File: src/rtl/seq_pattern_det_if.sv
`default_nettype none
// ============================================================================
//  Module   : seq_pattern_det_if
//  Purpose  : Bundles the serial data, configuration and match-result signals
//             of the programmable bit-pattern detector.
//  Signals  : x, x_valid              serial bit and its qualifier
//             cfg_load/pat/len/ovl    runtime pattern configuration
//             cnt_clr                 synchronous match-counter clear
//             y, y_q, match_cnt       combinational / registered match, count
//  Modports : master (stream source / consumer), slave (detector)
//  Revision : 1.0  initial release
// ============================================================================
interface seq_pattern_det_if #(
    parameter int PAT_W = 4,
    parameter int LEN_W = 3,
    parameter int CNT_W = 8
);
    logic             x;
    logic             x_valid;
    logic             cfg_load;
    logic [PAT_W-1:0] cfg_pat;
    logic [LEN_W-1:0] cfg_len;
    logic             cfg_ovl;
    logic             cnt_clr;
    logic             y;
    logic             y_q;
    logic [CNT_W-1:0] match_cnt;

    modport master (
        output x, x_valid, cfg_load, cfg_pat, cfg_len, cfg_ovl, cnt_clr,
        input  y, y_q, match_cnt
    );

    modport slave (
        input  x, x_valid, cfg_load, cfg_pat, cfg_len, cfg_ovl, cnt_clr,
        output y, y_q, match_cnt
    );
endinterface
`default_nettype wire

File: src/rtl/seq_pattern_det.sv
`default_nettype none
// ============================================================================
//  Module   : seq_pattern_det
//  Purpose  : Programmable serial bit-pattern detector. Flags every occurrence
//             of a runtime-loaded pattern of 1..PAT_W bits (overlapping or
//             non-overlapping) and keeps a saturating match count.
//  Ports    : CLK   clock, rising edge
//             RST   asynchronous active-high reset
//             bus   seq_pattern_det_if.slave (stream, config, match outputs)
//  Revision : 1.0  initial release
// ============================================================================
module seq_pattern_det #(
    parameter int             PAT_W   = 4,
    parameter int             LEN_W   = 3,
    parameter int             CNT_W   = 8,
    parameter logic [PAT_W-1:0] DEF_PAT = 4'b1101,
    parameter int             DEF_LEN = 4,
    parameter logic           DEF_OVL = 1'b1
) (
    input  wire logic          CLK,
    input  wire logic          RST,
    seq_pattern_det_if.slave   bus
);

    localparam int                c_FILL_W   = $clog2(PAT_W + 1);
    localparam logic [LEN_W-1:0]  c_PAT_LEN  = LEN_W'(PAT_W);
    localparam logic [LEN_W-1:0]  c_DEF_LEN  = (DEF_LEN < 1 || DEF_LEN > PAT_W) ?
                                               c_PAT_LEN : LEN_W'(DEF_LEN);
    localparam logic [c_FILL_W-1:0] c_FILL_MAX = c_FILL_W'(PAT_W);
    localparam logic [CNT_W-1:0]  c_CNT_MAX  = '1;

    // Only the newest PAT_W-1 past samples are ever needed: together with the
    // live bit they form the full PAT_W-bit comparison window.
    logic [PAT_W-2:0]    r_hist;
    logic [c_FILL_W-1:0] r_fill;
    logic [PAT_W-1:0]    r_pat;
    logic [LEN_W-1:0]    r_len;
    logic                r_ovl;
    logic                r_y_q;
    logic [CNT_W-1:0]    r_cnt;

    logic [PAT_W-1:0]    w_win;
    logic [PAT_W-1:0]    w_mask;
    logic                w_fill_ok;
    logic                w_hit;
    logic                w_y;
    logic [LEN_W-1:0]    w_cfg_len;

    assign w_win = {r_hist, bus.x};

    // Thermometer mask selecting the active low len bits of the window.
    always_comb begin
        w_mask = '0;
        for (int i = 0; i < PAT_W; i++) begin
            w_mask[i] = (i < int'(r_len));
        end
    end

    assign w_fill_ok = (32'(r_fill) + 32'd1) >= 32'(r_len);
    assign w_hit     = ((w_win ^ r_pat) & w_mask) == '0;
    assign w_y       = bus.x_valid & ~bus.cfg_load & w_fill_ok & w_hit;

    // Out-of-range lengths (0 or beyond PAT_W) fall back to the full width.
    assign w_cfg_len = ((bus.cfg_len == '0) || (32'(bus.cfg_len) > 32'(PAT_W))) ?
                       c_PAT_LEN : bus.cfg_len;

    always_ff @(posedge CLK or posedge RST) begin
        if (RST) begin
            r_hist <= '0;
            r_fill <= '0;
            r_pat  <= DEF_PAT;
            r_len  <= c_DEF_LEN;
            r_ovl  <= DEF_OVL;
            r_y_q  <= 1'b0;
            r_cnt  <= '0;
        end else begin
            r_y_q <= w_y;

            if (bus.cfg_load) begin
                // New configuration discards any partial sequence.
                r_pat  <= bus.cfg_pat;
                r_len  <= w_cfg_len;
                r_ovl  <= bus.cfg_ovl;
                r_hist <= '0;
                r_fill <= '0;
            end else if (bus.x_valid) begin
                r_hist <= w_win[PAT_W-2:0];
                if (w_y && !r_ovl) begin
                    r_fill <= '0;
                end else if (r_fill != c_FILL_MAX) begin
                    r_fill <= r_fill + c_FILL_W'(1);
                end
            end

            // Clear takes priority over a simultaneous match.
            if (bus.cnt_clr) begin
                r_cnt <= '0;
            end else if (w_y && (r_cnt != c_CNT_MAX)) begin
                r_cnt <= r_cnt + CNT_W'(1);
            end
        end
    end

    assign bus.y         = w_y;
    assign bus.y_q       = r_y_q;
    assign bus.match_cnt = r_cnt;

endmodule
`default_nettype wire

File: src/flat_wrapper.sv
// flat-port wrapper written by rule: the top's interface ports become plain ports
module seq_pattern_det_flat 
#(
    parameter int             PAT_W   = 4,
    parameter int             LEN_W   = 3,
    parameter int             CNT_W   = 8,
    parameter logic [PAT_W-1:0] DEF_PAT = 4'b1101,
    parameter int             DEF_LEN = 4,
    parameter logic           DEF_OVL = 1'b1
)
  (CLK, RST, bus_x, bus_x_valid, bus_cfg_load, bus_cfg_pat, bus_cfg_len, bus_cfg_ovl, bus_cnt_clr, bus_y, bus_y_q, bus_match_cnt);
  seq_pattern_det_if #(.PAT_W(PAT_W), .LEN_W(LEN_W), .CNT_W(CNT_W)) bus_i ();
  input  wire logic CLK;
  input  wire logic RST;
  input wire logic [$bits(bus_i.x)-1:0] bus_x;
  input wire logic [$bits(bus_i.x_valid)-1:0] bus_x_valid;
  input wire logic [$bits(bus_i.cfg_load)-1:0] bus_cfg_load;
  input wire logic [$bits(bus_i.cfg_pat)-1:0] bus_cfg_pat;
  input wire logic [$bits(bus_i.cfg_len)-1:0] bus_cfg_len;
  input wire logic [$bits(bus_i.cfg_ovl)-1:0] bus_cfg_ovl;
  input wire logic [$bits(bus_i.cnt_clr)-1:0] bus_cnt_clr;
  output wire logic [$bits(bus_i.y)-1:0] bus_y;
  output wire logic [$bits(bus_i.y_q)-1:0] bus_y_q;
  output wire logic [$bits(bus_i.match_cnt)-1:0] bus_match_cnt;
  assign bus_i.x = bus_x;
  assign bus_i.x_valid = bus_x_valid;
  assign bus_i.cfg_load = bus_cfg_load;
  assign bus_i.cfg_pat = bus_cfg_pat;
  assign bus_i.cfg_len = bus_cfg_len;
  assign bus_i.cfg_ovl = bus_cfg_ovl;
  assign bus_i.cnt_clr = bus_cnt_clr;
  assign bus_y = bus_i.y;
  assign bus_y_q = bus_i.y_q;
  assign bus_match_cnt = bus_i.match_cnt;
  seq_pattern_det #(.PAT_W(PAT_W), .LEN_W(LEN_W), .CNT_W(CNT_W), .DEF_PAT(DEF_PAT), .DEF_LEN(DEF_LEN), .DEF_OVL(DEF_OVL)) u_core (.CLK(CLK), .RST(RST), .bus(bus_i));
endmodule
File: config.mk
export PLATFORM = sky130hd
export DESIGN_NAME = seq_pattern_det_flat
export DESIGN_NICKNAME = d
export VERILOG_FILES = /design/src/rtl/seq_pattern_det_if.sv /design/src/rtl/seq_pattern_det.sv /design/src/flat_wrapper.sv
export SDC_FILE = /design/constraint.sdc
export NUM_CORES = 1
export LEC_CHECK = 0
export CAP_MARGIN = 5
export CELL_PAD_IN_SITES_DETAIL_PLACEMENT = 1
export CELL_PAD_IN_SITES_GLOBAL_PLACEMENT = 2
export CORE_ASPECT_RATIO = 0.8
export CORE_MARGIN = 10
export CORE_UTILIZATION = 36
export CTS_BUF_LIST = sky130_fd_sc_hd__clkbuf_8
export DETAILED_ROUTE_END_ITERATION = 7
export HOLD_SLACK_MARGIN = 0.08
export PLACE_DENSITY_LB_ADDON = 0.1
export SYNTH_ARGS = -nofsm -noshare
export SYNTH_HDL_FRONTEND = slang
export SYNTH_SLANG_ARGS = --single-unit
File: constraint.sdc
create_clock -name CLK -period 4.1 [get_ports CLK]
set_input_delay 1.23 -clock CLK [delete_from_list [all_inputs] [get_ports CLK]]
set_output_delay 1.23 -clock CLK [all_outputs]
set_load 0.02 [all_outputs]
# [Word-level counts from Yosys, hierarchy flattened]
# Cells that the tools add are included.
[totals] out_inout_bits=10 in_bits=14 memories=0 romBits=0 ramBits=0 latchBits=0 register_bits=23 wordCells=43
[classes] div=0 shift=0 reduce_logical=10 bitwise_logic=6 eq_ne=2 n_mux=9 n_lt_le_gt_ge=6 multipliers=0 add_sub_neg=3
[op_table] cell="$ge 32x3->1" count=1
[op_table] cell="$mux 3" count=7
[op_table] cell="$mux 8" count=2
[op_table] cell="$add 8x1->8 const B" count=1
[op_table] cell="$ne 8x8->1 const B" count=1
[op_table] cell="$lt 1x3->1 const A" count=2
[op_table] cell="$lt 2x3->1 const A" count=2
[op_table] cell="$add 3x1->4 const B" count=1
[op_table] cell="$and 4x4->4" count=1
[op_table] cell="$logic_not 4->1" count=1
[op_table] cell="$reduce_bool 2->1" count=2
[op_table] cell="$xor 4x4->4" count=1
[op_table] cell="$add 3x1->3 const B" count=1
[op_table] cell="$and 1x1->1" count=3
[op_table] cell="$gt 3x3->1 const B" count=1
[op_table] cell="$logic_not 3->1" count=1
[op_table] cell="$ne 3x3->1 const B" count=1
[op_table] cell="$reduce_bool 3->1" count=1
[op_table] cell="$logic_and 1x1->1" count=2
[op_table] cell="$reduce_and 2->1" count=1
[op_table] cell="$logic_not 1->1" count=1
[op_table] cell="$logic_or 1x1->1" count=1
[op_table] cell="$not 1->1" count=1

# [Longest topological paths before layout]
# Gate-level depths: netlist of run 1.
[depth] depth_word=8 depth_mapped=9 depth_no_buf=9

# [Least setup slack after synthesis of run 1]
# OpenSTA, ideal clock, no wires.
[synth_path] path_type="input port to output port" start="input port bus_x" end="output port bus_y" required_time_ns=2.870 t_arrival_ns=2.152 n_path_buf=0 setup_slack_ns=0.718 path_stages=4 path_cell_list="xor2_1 > a222oi_1 > nand3_1 > inv_1"
[synth_via] elab_chain_cells=4
[synth_lines] item="start: declaration" line="flat_wrapper.sv:15" source="input wire logic [$bits(bus_i.x)-1:0] bus_x;"
[synth_lines] item="$xor 4x4->4" line="seq_pattern_det.sv:60" source="assign w_hit = ((w_win ^ r_pat) & w_mask) == '0;"
[synth_lines] item="$and 4x4->4" line="seq_pattern_det.sv:60"
[synth_lines] item="$logic_not 4->1" line="seq_pattern_det.sv:60"
[synth_lines] item="$and 1x1->1" line="seq_pattern_det.sv:61" source="assign w_y = bus.x_valid & ~bus.cfg_load & w_fill_ok & w_hit;"
[synth_lines] item="end: declaration" line="flat_wrapper.sv:22" source="output wire logic [$bits(bus_i.y)-1:0] bus_y;"
# No other way between the ends.

# [Final worst setup path of run 1]
# Ends and elaborated chain as after synthesis.

==> flow_metrics.py, run 1 <==
metrics = {
    "setup_path": {
        "max_stage_delay_ns": 0.44,
        "crit_family": "buffers and inverters",
        "crit_arrival_ns": 2.73,
        "crit_type": "in -> out",
        "path_max_fanout": 2,
        "start_kind": "input port",
        "worstPathRequired_ns": 2.87,
        "slowest_stage": "clkdlybuf4s50_1",
        "crit_chain": "clkdlybuf4s50_1 > xor2_1 > a222oi_1 > nand3_1 > inv_1 > dlygate4sd2_1",
        "critPathCaptureType": "output pin",
        "path_buf_inv": 3,
    },
    "sta": {
        "slew_headroom_pct": 41.6,
        "fmaxAchievable_mhz": 252,
        "finalHoldViolCount": 0,
        "min_period_ns": 3.96,
        "fin_crit_sh_pct": 96.6,
        "final_max_slew_viol_count": 0,
        "setup_viol": 0,
        "rsz0062_at_grt": "no",
        "skew_ns": 0.00137,
        "worst_pin_slew_ns": 0.874,
    },
    "final_layout": {
        "drive_gt1_share_pct": 14.6,
        "nets": 173,
        "fin_area_um2": 1610,
        "diodes": 0,
        "area_growth_pct": 29.2,
    },
    "die": {
        "initial_core_util_pct": 36.9,
        "top_level_ports": 24,
        "design.die.area_um2": 6230,
        "die_h_um": 72.6,
        "rows": 19,
        "die_x_um": 85.8,
        "core_area_um2": 3380,
    },
    "detailed_routing": {
        "drt-met1-wl_um": 1460,
        "ant_nets": 0,
        "highest_layer": "met4",
        "wl_met3_um": 155,
        "drc": 0,
        "drt-vias-per-instance": 5.42,
        "vias": 1047,
        "drt_iter0_drc": 58,
        "wl_met2_um": 1540,
        "drt_wl_total_um": 3200,
        "firstDrtPassIters": 4,
        "wl_per_cell_um": 16.6,
    },
    "synthesis": {
        "async_reset_ff_share_pct": 100,
        "yosysSeqAreaShare_pct": 46.7,
        "synth.net_count": 142,
        "synth.area.top_cells": "dfrtp_1 (36%), dfstp_2 (11%), ha_1 (7.0%), xor2_1 (4.2%), mux2_2 (3.6%)",
        "mappedNetlistArea_um2": 1250,
        "ys_ff_latch": 23,
        "synthCells": 121,
        "synth_common_cells": "dfrtp_1 (18), inv_1 (10), o21ai_0 (8)",
        "synth_largest_area_cell": "dfrtp_1",
        "synth_cell_types": 40,
        "syn-mean-instance-area_um2": 10.3,
        "synthFlopType": "dfrtp_1",
        "synth_warnings": 0,
        "synth_edf_count": 0,
        "yosysMostFrequentCell": "dfrtp_1",
        "synth_top_area_share_pct": 36.1,
    },
    "placed_design": {
        "hpwl_um": 2540,
        "gp_congestion": 0.767,
        "port_buffers": 23,
        "place_area_um2": 1570,
    },
    "pwr": {
        "comb_power_share_pct": 16.7,
        "sequentialPowerShare_pct": 53.0,
        "ir_drop_mv": 0.191,
        "power.switching_fraction_pct": 26.4,
        "finalPower_uw": 475,
        "clkPwrFrac_pct": 30.3,
        "p_int_uw": 350,
        "switchingPower_uw": 125,
        "power_density_nw_per_um2": 295,
        "p_leak_uw": 0.000740,
    },
    "cts": {
        "cts_hold_buf": 0,
        "cts_tree": "yes",
        "cts_buffer_depth": 2,
        "clk-insertion-delay-late_ns": 0.27,
        "cts-root-buf": "clkbuf_8",
        "cts.sinks": 23,
        "cts_made_buffers": 3,
        "clkTransAtPathRegs_ns": 0.08,
        "htreeDepth": 1,
    },
    "grt": {
        "grt_pass1_vias": 1107,
        "grt_pass1_wl_um": 5660,
        "grt_antenna_before_repair": 0,
        "grtUsageTotal_pct": 11.2,
        "grt_overflow_total": 0,
        "grt_max_degree": 24,
    },
    "flow_run": {
        "max-cap-violations": 0,
    },
    "status": {
        "run_status": "finished clean",
    },
    "min_path": {
        "min_path_type": "reg -> reg",
    },
}
==> what timing repair did <==
item | CTS | global route
endpoints found under the hold margin | 0 | 0
setup endpoints to repair | 1 | 0
buffers inserted | 0 | 0
resized for setup | 1 | 0
==> cells in the final DEF (no fill, tap or decap), drive strengths merged, types with 5 or more instances in the layout <==
master         Yosys  final
nand4              5      5
clkdlybuf4s50      0     22
xor2               6      6
a21oi              6      6
ha                 7      7
buf                1      7
o21ai              8      8
nor2               7      7
dfrtp             18     18
inv               10     11
dfstp              5      5
==> power by group through the flow <==
stage	clock network [µW]	logic, µW	registers, µW
CTS	147	81.2	252
global placement	0	77.1	256
global route	162	89.4	254
detailed placement	0	80.6	256
floorplan	0	45.5	253
finish	144	79.5	252
==> layer usage <==
metal	track usage (%)	vias up
li1	-	498
met1	13.4	530
met2	17.9	15
met3	4.13	4
met4	4.38	0
met5	0	-
==> final cells by class <==
type                    instances  area [µm²]
clock buffers                   3        41.3
clock inverters                 1        3.75
fillers                       382        1770
inverters                      10        37.5
multi-input cells              84         612
flip-flops and latches         23         582
well taps                      42        52.6
repair buffers                 30         282
==> sequential cells by signal, indices dropped and copies added (netlist names) <==
signal                cells
u_core.bus.match_cnt      8
u_core.r_pat              4
u_core.r_fill             3
u_core.r_hist             3
u_core.r_len              3
u_core.bus.y_q            1
u_core.r_ovl              1
==> worst min-delay path, cell delays in order, from the launching register on <==
cell and delay [ns]:
dfstp_2 0.37, inv_1 0.07, o21ai_0 0.08
==> through the flow <==
stage	cells	hold WS, ns	util, %	worst slack, ns	TNS, ns
floorplan	121	0.458	-	0.718	0
global placement	189	0.507	46.4	-0.169	-0.169
detailed placement	189	0.514	46.4	-0.178	-0.178
CTS	193	0.529	47.7	0.115	0
global route	193	0.546	47.7	0.0542	0
finish	193	0.517	47.7	0.139	0
==> final timing paths <==
kind | start | to | slack (ns) | cells after the start
min in group asynchronous | RST | u_core.bus.match_cnt[0] | 1.43 | 2
worst max register to register | u_core.r_fill[0] | u_core.bus.match_cnt[5] | 1.51 | 9
max in group asynchronous | RST | u_core.bus.match_cnt[3] | 2.13 | 2
worst min-delay path | u_core.r_ovl | u_core.r_ovl | 0.52 | 2
worst min register to register | u_core.r_ovl | u_core.r_ovl | 0.52 | 2
worst max-delay path | bus_x | bus_y | 0.14 | 6
==> kinds of logic after synthesis <==
| kind of cell | Yosys count | synth area share [%] |
|---|---|---|
| AND/OR/NAND/NOR | 35 | 16.4 |
| AO/OA/AOI/OAI | 28 | 14.7 |
| flip-flops | 23 | 46.7 |
| buffers and inverters | 14 | 4.22 |
| multiplexers | 8 | 6.83 |
| adder cells (fa/ha/maj) | 7 | 7.03 |
| XOR/XNOR | 6 | 4.22 |
Power figures use the tool's default switching activity.
==> inputs of run 2 (changes only) <==
HOLD_SLACK_MARGIN = not set   (was 0.08)
==> results of run 2 <==
Same layout as run 1: the final DEF is identical, and so are final timing and power.
==> patch, RTL diff (settings of run 2) <==
`CNT_W` is set to 8 in 3 places; all go to 10.
--- a/src/rtl/seq_pattern_det_if.sv
+++ b/src/rtl/seq_pattern_det_if.sv
@@ -13,7 +13,7 @@
 interface seq_pattern_det_if #(
     parameter int PAT_W = 4,
     parameter int LEN_W = 3,
-    parameter int CNT_W = 8
+    parameter int CNT_W = 10
 );
     logic             x;
     logic             x_valid;
--- a/src/rtl/seq_pattern_det.sv
+++ b/src/rtl/seq_pattern_det.sv
@@ -12,7 +12,7 @@
 module seq_pattern_det #(
     parameter int             PAT_W   = 4,
     parameter int             LEN_W   = 3,
-    parameter int             CNT_W   = 8,
+    parameter int             CNT_W   = 10,
     parameter logic [PAT_W-1:0] DEF_PAT = 4'b1101,
     parameter int             DEF_LEN = 4,
     parameter logic           DEF_OVL = 1'b1
--- a/src/flat_wrapper.sv
+++ b/src/flat_wrapper.sv
@@ -3,7 +3,7 @@
 #(
     parameter int             PAT_W   = 4,
     parameter int             LEN_W   = 3,
-    parameter int             CNT_W   = 8,
+    parameter int             CNT_W   = 10,
     parameter logic [PAT_W-1:0] DEF_PAT = 4'b1101,
     parameter int             DEF_LEN = 4,
     parameter logic           DEF_OVL = 1'b1
Interface: changed (resized bus_match_cnt); port bits go from 24 to 26. No check against the original RTL was run, so the function may have changed too.
==> patch against run 2 <==
  * Final cell count rose by 11%
  * Synthesized area rose by 12%
  * Total power is 6.5% higher
  * Setup slack improved by 95 ps
  * Sequential share of layout area shrank 0.16 points
  * Critical path depth stayed put
  * Final area rose by 9.1%
  * Routed wire length grew 5.7%
  * First-iteration DRC count fell by 40%
  * Non-clock buffer count shrank 1
  * Core utilization shrank 1.2 points
  * Sequential cell count up 2
  * Die area grew 8.8%
==> patch: results (changes against run 2) <==
First-pass GRT wire length -> 5.66 mm (unchanged)
CTS buffer count -> 3 (unchanged)
Clock-pin slew on the worst setup and hold paths -> 90 ps
Worst VDD drop -> 160 µV (-16%)
Drt initial violations -> 35 (-40%)
Cell area reported after detailed placement -> 1710 µm² (+9.1%)
Status -> complete, no violations
CP arrival -> 2640 ps (-90 ps)
Reg2reg start -> u_core.r_fill[0]
Share of cells above drive strength 1 -> 11.9% (-2.6 points)
Max Slew Vio Count -> 0 (unchanged)
RD Place Congestion -> 0.775 (+1.1%)
Syn nets -> 152 (+7.0%)
Post-DP HPWL -> 2.63 mm (+3.7%)
CP Max Fanout -> 2 (unchanged)
ANT cells -> 0 (unchanged)
H-tree depth -> 1 (unchanged)
Largest net degree at the start of global routing -> 26 (+8.3%)
Clk buf depth -> 2 (unchanged)
Worst Tran Pin Value -> 997 ps (+122 ps)
Asr flop ratio synth -> 100% (unchanged)
Max reg flops -> 10 (+2)
Static leakage power -> 0.000754 µW (+1.9%)
Top post-synthesis cells by count -> 20 x dfrtp_1, 10 x inv_1, 9 x a21oi_1, 9 x nor2_1, 7 x ha_1
Vias in the first global route -> 1163 (+5.1%)
Seq/Total Area, Yosys -> 45.3% (-1.4 points)
Synth unique cells -> 38 (-5.0%)
Initial antenna violation count -> 0 (unchanged)
Critical-path top delay cell -> clkdlybuf4s50_1
Port Buffer Count -> 25 (+8.7%)
First-pass iteration count of the detailed router -> 4 (unchanged)
Yosys warning count -> 0 (unchanged)
Hold Crit Class -> reg2reg
Main synth FF type -> dfrtp_1
Beginning of the critical path -> bus_x
Later-pin clock latency in the skew report -> 270 ps (about the same)
Hold Path Origin -> u_core.r_pat[1]
Max stage delay on crit path -> 500 ps (+60 ps)
Top post-synthesis cells by area -> dfrtp_1 36%, dfstp_2 9.4%, ha_1 6.3%, mux2i_1 4.3%, mux2_1 4.0%
R2r setup slk -> 1520 ps
Final nets -> 181 (+4.6%)
GRT Overall Usage -> 10.7% (-0.51 points)
Clock Skew -> 5.77 ps (+4.40 ps)
Final wirelength -> 3.38 mm (+5.7%)
Filler Cells Inserted -> 433 (+13%)
Routed vias/inst -> 5.05 (-7.0%)
CTS root buf -> clkbuf_8
## patch: cell count changes after synthesis, moves of 3 or more
cell | before | now
clkbuf_1 | 3 | 0
xnor2_1 | 0 | 3
xor2_1 | 6 | 3
o31ai_1 | 1 | 5
or4_1 | 1 | 5
a21oi_1 | 6 | 9
mux2_2 | 4 | 0
o21ai_0 | 8 | 1
o21ai_1 | 0 | 3
mux2_1 | 0 | 5
## patch: metrics by stage
step | setup WS, ps | TNS [ps] | hold WS (ps) | cells | util [%]
2_1_floorplan | 882 | 0 | 480 | 131 | -
3_3_place_gp | -36.5 | -36.5 | 493 | 210 | 45.2
3_5_place_dp | -47.6 | -47.6 | 524 | 210 | 45.2
4_1_cts | 222 | 0 | 547 | 214 | 46.5
5_1_grt | 135 | 0 | 568 | 214 | 46.5
6_report | 234 | 0 | 532 | 214 | 46.5
## patch: area by class of cell
cell class | count | area [µm²] | area share, %
inverters | 10 | 37.5 | 2.14
well taps | 55 | 68.8 | 3.92
clock buffers | 3 | 41.3 | 2.35
clock inverters | 1 | 7.51 | 0.427
flip-flops and latches | 25 | 632 | 36.0
repair buffers | 29 | 279 | 15.9
multi-input cells | 91 | 691 | 39.3
## patch: per-layer routing
| metal | GRT usage [%] | part of all wire [%] |
|---|---|---|
| met1 | 13.5 | 47 |
| met2 | 16.7 | 46 |
| met3 | 4.91 | 6.5 |
| met4 | 1.58 | 0.30 |
| met5 | 0 | 0 |
## patch: repair_timing
action / in CTS / in global routing
gates resized for setup: 1 / 0
buffers inserted: 0 / 0
setup endpoints to repair: 1 / 0
## patch: critical path, delay by kind of cell
family / cells / cell delay (ps)
AOI/OAI and AO/OA: 1 / 210
and+or+nand+nor: 1 / 90
buffers and inverters: 3 / 960
xor gates and xnor gates: 1 / 150
## patch: kinds of logic after synthesis
kind of cell	count (synthesis)	synth area share (%)
adder cells (fa/ha/maj)	7	6.28
flip-flops	25	45.3
XOR/XNOR	6	3.77
buffers and inverters	15	5.20
AO/OA/AOI/OAI	25	12.4
AND/OR/NAND/NOR	42	18.7
multiplexers	11	8.34
## patch: power breakdown
group | internal, µW | switching, µW | leakage (µW)
logic | 39.8 | 40.9 | 0.000407
clock network | 69.0 | 82.8 | 0.0000217
registers | 261 | 11.9 | 0.000325
## patch: path summary, 6_finish.rpt
path	depth (start not counted)	end
max reg2reg	8	u_core.bus.match_cnt[5]
min in group asynchronous	2	u_core.bus.y_q
max	6	bus_y
min	1	u_core.r_pat[1]
max in group asynchronous	2	u_core.r_len[1]
min reg2reg	1	u_core.r_pat[1]
